`src/rtl/rd_pkg.sv`:
```
// Shared constants for the register-read stage: control-bundle field
// positions, default bundle width and the hard-wired zero register index.
package rd_pkg;

  localparam int CTRL_W_DEF = 16;
  localparam int ZERO_IDX   = 0;

  // Bit positions inside DecCtrl / EX_Ctrl; RD passes the bundle through untouched.
  localparam int CTRL_ALUFN_LSB   = 0;
  localparam int CTRL_ALUFN_W     = 4;
  localparam int CTRL_ALUSRC1     = 4;
  localparam int CTRL_ALUSRC2     = 5;
  localparam int CTRL_MEMWR       = 6;
  localparam int CTRL_REGWSRC_LSB = 7;
  localparam int CTRL_REGWSRC_W   = 2;
  localparam int CTRL_SHAMT_LSB   = 9;
  localparam int CTRL_SHAMT_W     = 5;

endpackage

```
`src/rtl/gp_regfile.sv`:
```
// General-purpose register file: two combinational read ports with same-cycle
// writeback bypass, one write port, synchronous active-low clear.
module gp_regfile
  import rd_pkg::*;
#(
  parameter int DATA_W     = 32,
  parameter int REG_ADDR_W = 5,
  parameter int ZERO_REG   = 1
) (
  input  logic                  Clk,
  input  logic                  Rst,
  input  logic [REG_ADDR_W-1:0] i_ra,
  input  logic [REG_ADDR_W-1:0] i_rb,
  input  logic                  i_we,
  input  logic [REG_ADDR_W-1:0] i_wa,
  input  logic [DATA_W-1:0]     i_wd,
  output logic [DATA_W-1:0]     o_rda,
  output logic [DATA_W-1:0]     o_rdb
);

  localparam int DEPTH = 2 ** REG_ADDR_W;
  localparam logic [REG_ADDR_W-1:0] ZERO_A = REG_ADDR_W'(ZERO_IDX);

  logic [DATA_W-1:0] r_mem [DEPTH];

  logic w_wr_ok;
  logic w_zero_a;
  logic w_zero_b;

  assign w_wr_ok  = i_we && !((ZERO_REG != 0) && (i_wa == ZERO_A));
  assign w_zero_a = (ZERO_REG != 0) && (i_ra == ZERO_A);
  assign w_zero_b = (ZERO_REG != 0) && (i_rb == ZERO_A);

  // NOTE: the array is cleared on reset because the architecture promises
  // zeroed registers; this rules out a plain RAM macro for the storage.
  always_ff @(posedge Clk) begin
    if (!Rst) begin
      for (int i = 0; i < DEPTH; i++) r_mem[i] <= '0;
    end else if (w_wr_ok) begin
      r_mem[i_wa] <= i_wd;
    end
  end

  assign o_rda = w_zero_a                    ? '0   :
                 (w_wr_ok && i_wa == i_ra)   ? i_wd : r_mem[i_ra];
  assign o_rdb = w_zero_b                    ? '0   :
                 (w_wr_ok && i_wa == i_rb)   ? i_wd : r_mem[i_rb];

endmodule

```
`src/rtl/rd_stage_pipe.sv`:
```
// Register-read stage: operand read with WB bypass, load-use bubble
// insertion, and the RD/EX pipeline register with valid/ready and flush.
module rd_stage_pipe
  import rd_pkg::*;
#(
  parameter int DATA_W     = 32,
  parameter int REG_ADDR_W = 5,
  parameter int CTRL_W     = CTRL_W_DEF,
  parameter int ZERO_REG   = 1,
  parameter int CNT_W      = 16
) (
  input  logic                  Clk,
  input  logic                  Rst,
  input  logic                  IF_Valid,
  output logic                  RD_Ready,
  input  logic [REG_ADDR_W-1:0] DecRs,
  input  logic [REG_ADDR_W-1:0] DecRt,
  input  logic [REG_ADDR_W-1:0] DecRd,
  input  logic                  DecUsesRs,
  input  logic                  DecUsesRt,
  input  logic                  DecRegWr,
  input  logic                  DecMemRd,
  input  logic [DATA_W-1:0]     DecImm,
  input  logic [CTRL_W-1:0]     DecCtrl,
  input  logic [DATA_W-1:0]     PCValP4,
  input  logic [REG_ADDR_W-1:0] WB_Rd,
  input  logic                  WB_RegWr,
  input  logic [DATA_W-1:0]     WB_RegWVal,
  input  logic                  Flush,
  input  logic                  EX_Ready,
  output logic                  EX_Valid,
  output logic [REG_ADDR_W-1:0] EX_Rs,
  output logic [REG_ADDR_W-1:0] EX_Rt,
  output logic [REG_ADDR_W-1:0] EX_Rd,
  output logic [DATA_W-1:0]     EX_RsVal,
  output logic [DATA_W-1:0]     EX_RtVal,
  output logic [DATA_W-1:0]     EX_Imm,
  output logic [DATA_W-1:0]     EX_PCValP4,
  output logic                  EX_RegWr,
  output logic                  EX_MemRd,
  output logic [CTRL_W-1:0]     EX_Ctrl,
  output logic [CNT_W-1:0]      StallCnt
);

  localparam logic [REG_ADDR_W-1:0] ZERO_A = REG_ADDR_W'(ZERO_IDX);

  logic [DATA_W-1:0] w_rs_val;
  logic [DATA_W-1:0] w_rt_val;
  logic              w_ld_dst_live;
  logic              w_hz;

  gp_regfile #(
    .DATA_W     (DATA_W),
    .REG_ADDR_W (REG_ADDR_W),
    .ZERO_REG   (ZERO_REG)
  ) u_regfile (
    .Clk   (Clk),
    .Rst   (Rst),
    .i_ra  (DecRs),
    .i_rb  (DecRt),
    .i_we  (WB_RegWr),
    .i_wa  (WB_Rd),
    .i_wd  (WB_RegWVal),
    .o_rda (w_rs_val),
    .o_rdb (w_rt_val)
  );

  // A load into the zero register produces nothing a consumer could wait on.
  assign w_ld_dst_live = (EX_Rd != ZERO_A) || (ZERO_REG == 0);
  assign w_hz = IF_Valid && EX_Valid && EX_MemRd && w_ld_dst_live &&
                ((DecUsesRs && DecRs == EX_Rd) || (DecUsesRt && DecRt == EX_Rd));

  assign RD_Ready = Flush || (EX_Ready && !w_hz);

  // NOTE: state uses non-blocking assignments so every branch sees the
  // pre-edge EX_* values; unassigned fields in a branch simply hold.
  always_ff @(posedge Clk) begin
    if (!Rst) begin
      EX_Valid   <= 1'b0;
      EX_Rs      <= '0;
      EX_Rt      <= '0;
      EX_Rd      <= '0;
      EX_RsVal   <= '0;
      EX_RtVal   <= '0;
      EX_Imm     <= '0;
      EX_PCValP4 <= '0;
      EX_RegWr   <= 1'b0;
      EX_MemRd   <= 1'b0;
      EX_Ctrl    <= '0;
      StallCnt   <= '0;
    end else if (!EX_Ready) begin
      // EX is stalled: the whole RD/EX register holds.
    end else if (Flush) begin
      EX_Valid <= 1'b0;
    end else if (w_hz) begin
      EX_Valid <= 1'b0;
      if (StallCnt != '1) StallCnt <= StallCnt + 1'b1;
    end else begin
      EX_Valid   <= IF_Valid;
      EX_Rs      <= DecRs;
      EX_Rt      <= DecRt;
      EX_Rd      <= DecRd;
      EX_RsVal   <= w_rs_val;
      EX_RtVal   <= w_rt_val;
      EX_Imm     <= DecImm;
      EX_PCValP4 <= PCValP4;
      EX_RegWr   <= DecRegWr;
      EX_MemRd   <= DecMemRd;
      EX_Ctrl    <= DecCtrl;
    end
  end

endmodule

```
`config.mk`:
```
export PLATFORM = sky130hd
export DESIGN_NAME = rd_stage_pipe
export DESIGN_NICKNAME = d
export VERILOG_FILES = /design/src/rtl/rd_pkg.sv /design/src/rtl/gp_regfile.sv /design/src/rtl/rd_stage_pipe.sv
export SDC_FILE = /design/constraint.sdc
export NUM_CORES = 2
export LEC_CHECK = 0
export BUFFER_PORTS_ARGS = -buffer_cell sky130_fd_sc_hd__buf_2
export CORE_MARGIN = 2
export CORE_UTILIZATION = 40
export DETAILED_ROUTE_END_ITERATION = 10
export PLACE_DENSITY = 0.63
export SETUP_SLACK_MARGIN = 0.1
export SYNTH_ARGS = -nofsm -noshare
export SYNTH_HDL_FRONTEND = slang
export SYNTH_SLANG_ARGS = --single-unit
```
`constraint.sdc`:
```
create_clock -name Clk -period 13.83 [get_ports Clk]
set_clock_uncertainty 0.1 [all_clocks]
set_input_delay 2.0745 -clock Clk [delete_from_list [all_inputs] [get_ports Clk]]
set_output_delay 2.0745 -clock Clk [all_outputs]
set_load 0.01 [all_outputs]
```
==> results.cfg <==
[layout]
layout.nets = 4284
utilization = 0.460
multi_input_area_mm2 = 0.0253
fillCellCount = 12921
stdcell_count = 6282
drive_gt1_frac = 0.310
regArea_mm2 = 0.0343
area_growth_pct = 13.9
design_area_mm2 = 0.0691

[power]
p_sw_mw = 2.17
p_int_mw = 6.74
pwr-share-clk = 0.415
switching_share = 0.244
vdd_ir_drop_max_mv = 0.141
p_leak_nw = 24.1
power.density_mw_per_mm2 = 129
combPwrFrac = 0.108
power_frac_seq = 0.477

[worst_setup_path]
required_ns = 11.66
ff2ff_setup_slack_ns = 10.41
worstSetupPathType = input port to primary output
worstPathArrival_ns = 4.04
crit_path_max_fanout = 99
reg2reg_depth = 9
cp-start-kind = input port
r2r_end = EX_RsVal[15]
r2r_start = EX_Rd[0]
endpoint_kind = primary output

[cts]
cts.sink_count = 1202
cts_made_buffers = 134
root_buffer = clkbuf_16
clockBufferDepth = 3
cts_tree = done
path_clk_slew_ns = 0.05
cts_resized = 0
htreeDepth = 4
hold_buffers = 0
cts_setup_buffers = 0
insertion_delay_ns = 0.79

[place]
gp_congestion = 0.892
dp_hpwl_um = 117000
io_buffer_count = 320
placed_area_mm2 = 0.0646
dp.cells = 6021

[routing]
ant_nets = 0
via_per_inst = 6.19
dr.first_iter.drc_count = 6066
wire_per_inst_um = 33.4
drc_errors = 0
wirelength_um = 210000
drt_pass1_iterations = 6
vias = 38871

[global_routing]
grt_pass1_wl_um = 292000
grt_overflow = 0
use_met2 = 0.401
grt_pass1_vias = 37546
track_usage = 0.268
grt_use_met1 = 0.373
grt_antenna_before_repair = 31
grt_max_degree = 103
grt_most_used_layer = met2
grtUsageMet3 = 0.0779

[sta]
tightest_slew_ns = 1.22
slew_viol_final = 0
timing.fmax_mhz = 161
finalSetupTns_ns = 0
rsz0062_at_grt = false
slew_headroom = 0.185
finalSetupViolations = 0
fin_crit_sh = 0.449
fin_crit_ns = 6.21
finalHoldViolations = 0

[min_path]
hold_end = EX_Imm[25]
min_path_cells = 2
min_from = EX_Imm[25]
holdCritPathClass = register to register

[floorplan]
rows = 142
core_area_mm2 = 0.150
boundaryPins = 321
initial_utilization = 0.404
fp.dieH_um = 394
die_area_mm2 = 0.155
fp.dieW_um = 394

[flow_run]
drv_cap = 0

[yosys]
synth-seq-area-share = 0.565
synth_cell_types = 46
ys_seq_elements = 1202
synthesis.area_mm2 = 0.0607
postSynthAreaPerCell_um2 = 15.3
netlist_instances = 3976
synth-warning-count = 0

[outcome]
status = complete, no violations
[worst max path at each step]
stage	from	to	slack (ns)	depth (start not counted)
after floorplan	WB_Rd[2]	u_regfile.r_mem[28][0]	7.78	7
after global placement	DecRs[1]	EX_RsVal[16]	7.31	8
after detailed placement	DecRs[1]	EX_RsVal[9]	7.28	8
after CTS	DecRt[0]	RD_Ready	7.67	7
after global routing	DecRt[3]	RD_Ready	7.49	7
final	DecRt[3]	RD_Ready	7.62	7
[flip-flops by register name (all words and copies together), names as in the netlist, 16 cells and up]
name and count:
EX_Ctrl 16, StallCnt 16, u_regfile.r_mem 1024, EX_PCValP4 32, EX_Imm 32, EX_RtVal 32
EX_RsVal 32
[final cells by class]
type	count	share of cell area
clock inverter	58	0.00934
sequential	1202	0.496
tap	2016	0.0365
inverter	9	0.000706
clock buffer	187	0.0558
timing repair buffer	414	0.0345
multi-input combinational	2380	0.366
antenna	16	0.000579
[cell usage in the layout, fill, tap and decap left out, types with 15 or more instances in the layout]
master	netlist	layout
edfxtp_1	1024	1024
and2_1	994	994
mux4_2	632	632
buf_2	70	311
nand2_1	221	221
dfxtp_1	178	178
clkbuf_16	0	142
a21oi_1	103	102
buf_4	17	97
mux2i_1	78	78
nor2_1	111	77
a221o_1	62	62
nor2_4	0	34
conb_1	1	32
o21ai_4	0	31
clkbuf_1	305	30
diode_2	0	16
nand3_1	18	16
clkinv_2	0	16
clkinv_1	0	16
xnor2_1	15	15
[per-layer routing]
metal,up-vias,wire length [um]
li1,15496,-
met1,20109,80600
met2,2856,93800
met3,408,28400
met4,2,6910
met5,-,12
[cells by family (layout without fill, tap and decap cells)]
family / count (synthesis) / in the layout / synth area share
AO/OA/AOI/OAI: 218 / 218 / 0.0240
AND/OR/NAND/NOR: 1395 / 1395 / 0.130
buffers and inverters: 425 / 668 / 0.0296
multiplexers: 710 / 710 / 0.247
adder cells (fa/ha/maj): 1 / 1 / 0.000206
other: 1 / 48 / 0.0000618
XOR/XNOR: 24 / 24 / 0.00346
flip-flops: 1202 / 1202 / 0.565
[worst max-delay path: stages]
cell      delay, ns
buf_8          0.57
xnor2_1        0.20
nand4_1        0.11
o22ai_1        0.29
and2_1         0.39
o21bai_1       0.09
buf_2          0.14
[stage by stage]
stage	total power, mW	setup WS (ns)	hold slack (ns)
after detailed placement	5.27	7.28	0.343
final	8.91	7.62	0.349
after CTS	8.93	7.67	0.351
after floorplan	4.90	7.78	0.378
after global routing	9.12	7.49	0.364
after global placement	5.26	7.31	0.338
[Yosys cell counts (all sizes together)]
cell | instances | share of area
edfxtp | 1024 | 0.51
and2 | 994 | 0.10
mux4 | 632 | 0.23
clkbuf | 305 | 0.019
nand2 | 221 | 0.014
dfxtp | 178 | 0.059
buf | 111 | 0.010
nor2 | 111 | 0.0069
a21oi | 103 | 0.0085
mux2i | 78 | 0.013
a221o | 62 | 0.010
o21ai | 32 | 0.0026
nand3 | 18 | 0.0015
xnor2 | 15 | 0.0022
nand4 | 10 | 0.0010
nor3 | 10 | 0.00082
inv | 9 | 0.00056
xor2 | 9 | 0.0013
nand2b | 8 | 0.00082
a22oi | 5 | 0.00062
nor4 | 5 | 0.00052
nor2b | 4 | 0.00041
o2111ai | 4 | 0.00058
nand3b | 3 | 0.00037
a31oi | 2 | 0.00021
nand4b | 2 | 0.00029
o211ai | 2 | 0.00025
o21bai | 2 | 0.00025
or3 | 2 | 0.00021
or3b | 2 | 0.00029
or4 | 2 | 0.00025
a21boi | 1 | 0.00012
and3 | 1 | 0.00010
and4 | 1 | 0.00014
conb | 1 | 0.000062
ha | 1 | 0.00021
o21a | 1 | 0.00012
o22ai | 1 | 0.00010
o311ai | 1 | 0.00014
o31a | 1 | 0.00014
o41ai | 1 | 0.00014
or2 | 1 | 0.00010
[power by group through the flow]
stage	logic, mW	clock network, mW	registers [mW]
3_5_place_dp	0.956	0	4.31
2_1_floorplan	0.613	0	4.28
6_report	0.964	3.70	4.25
5_1_grt	1.00	3.86	4.26
3_3_place_gp	0.950	0	4.31
4_1_cts	0.958	3.73	4.24
(Power assumes the default switching activity.)
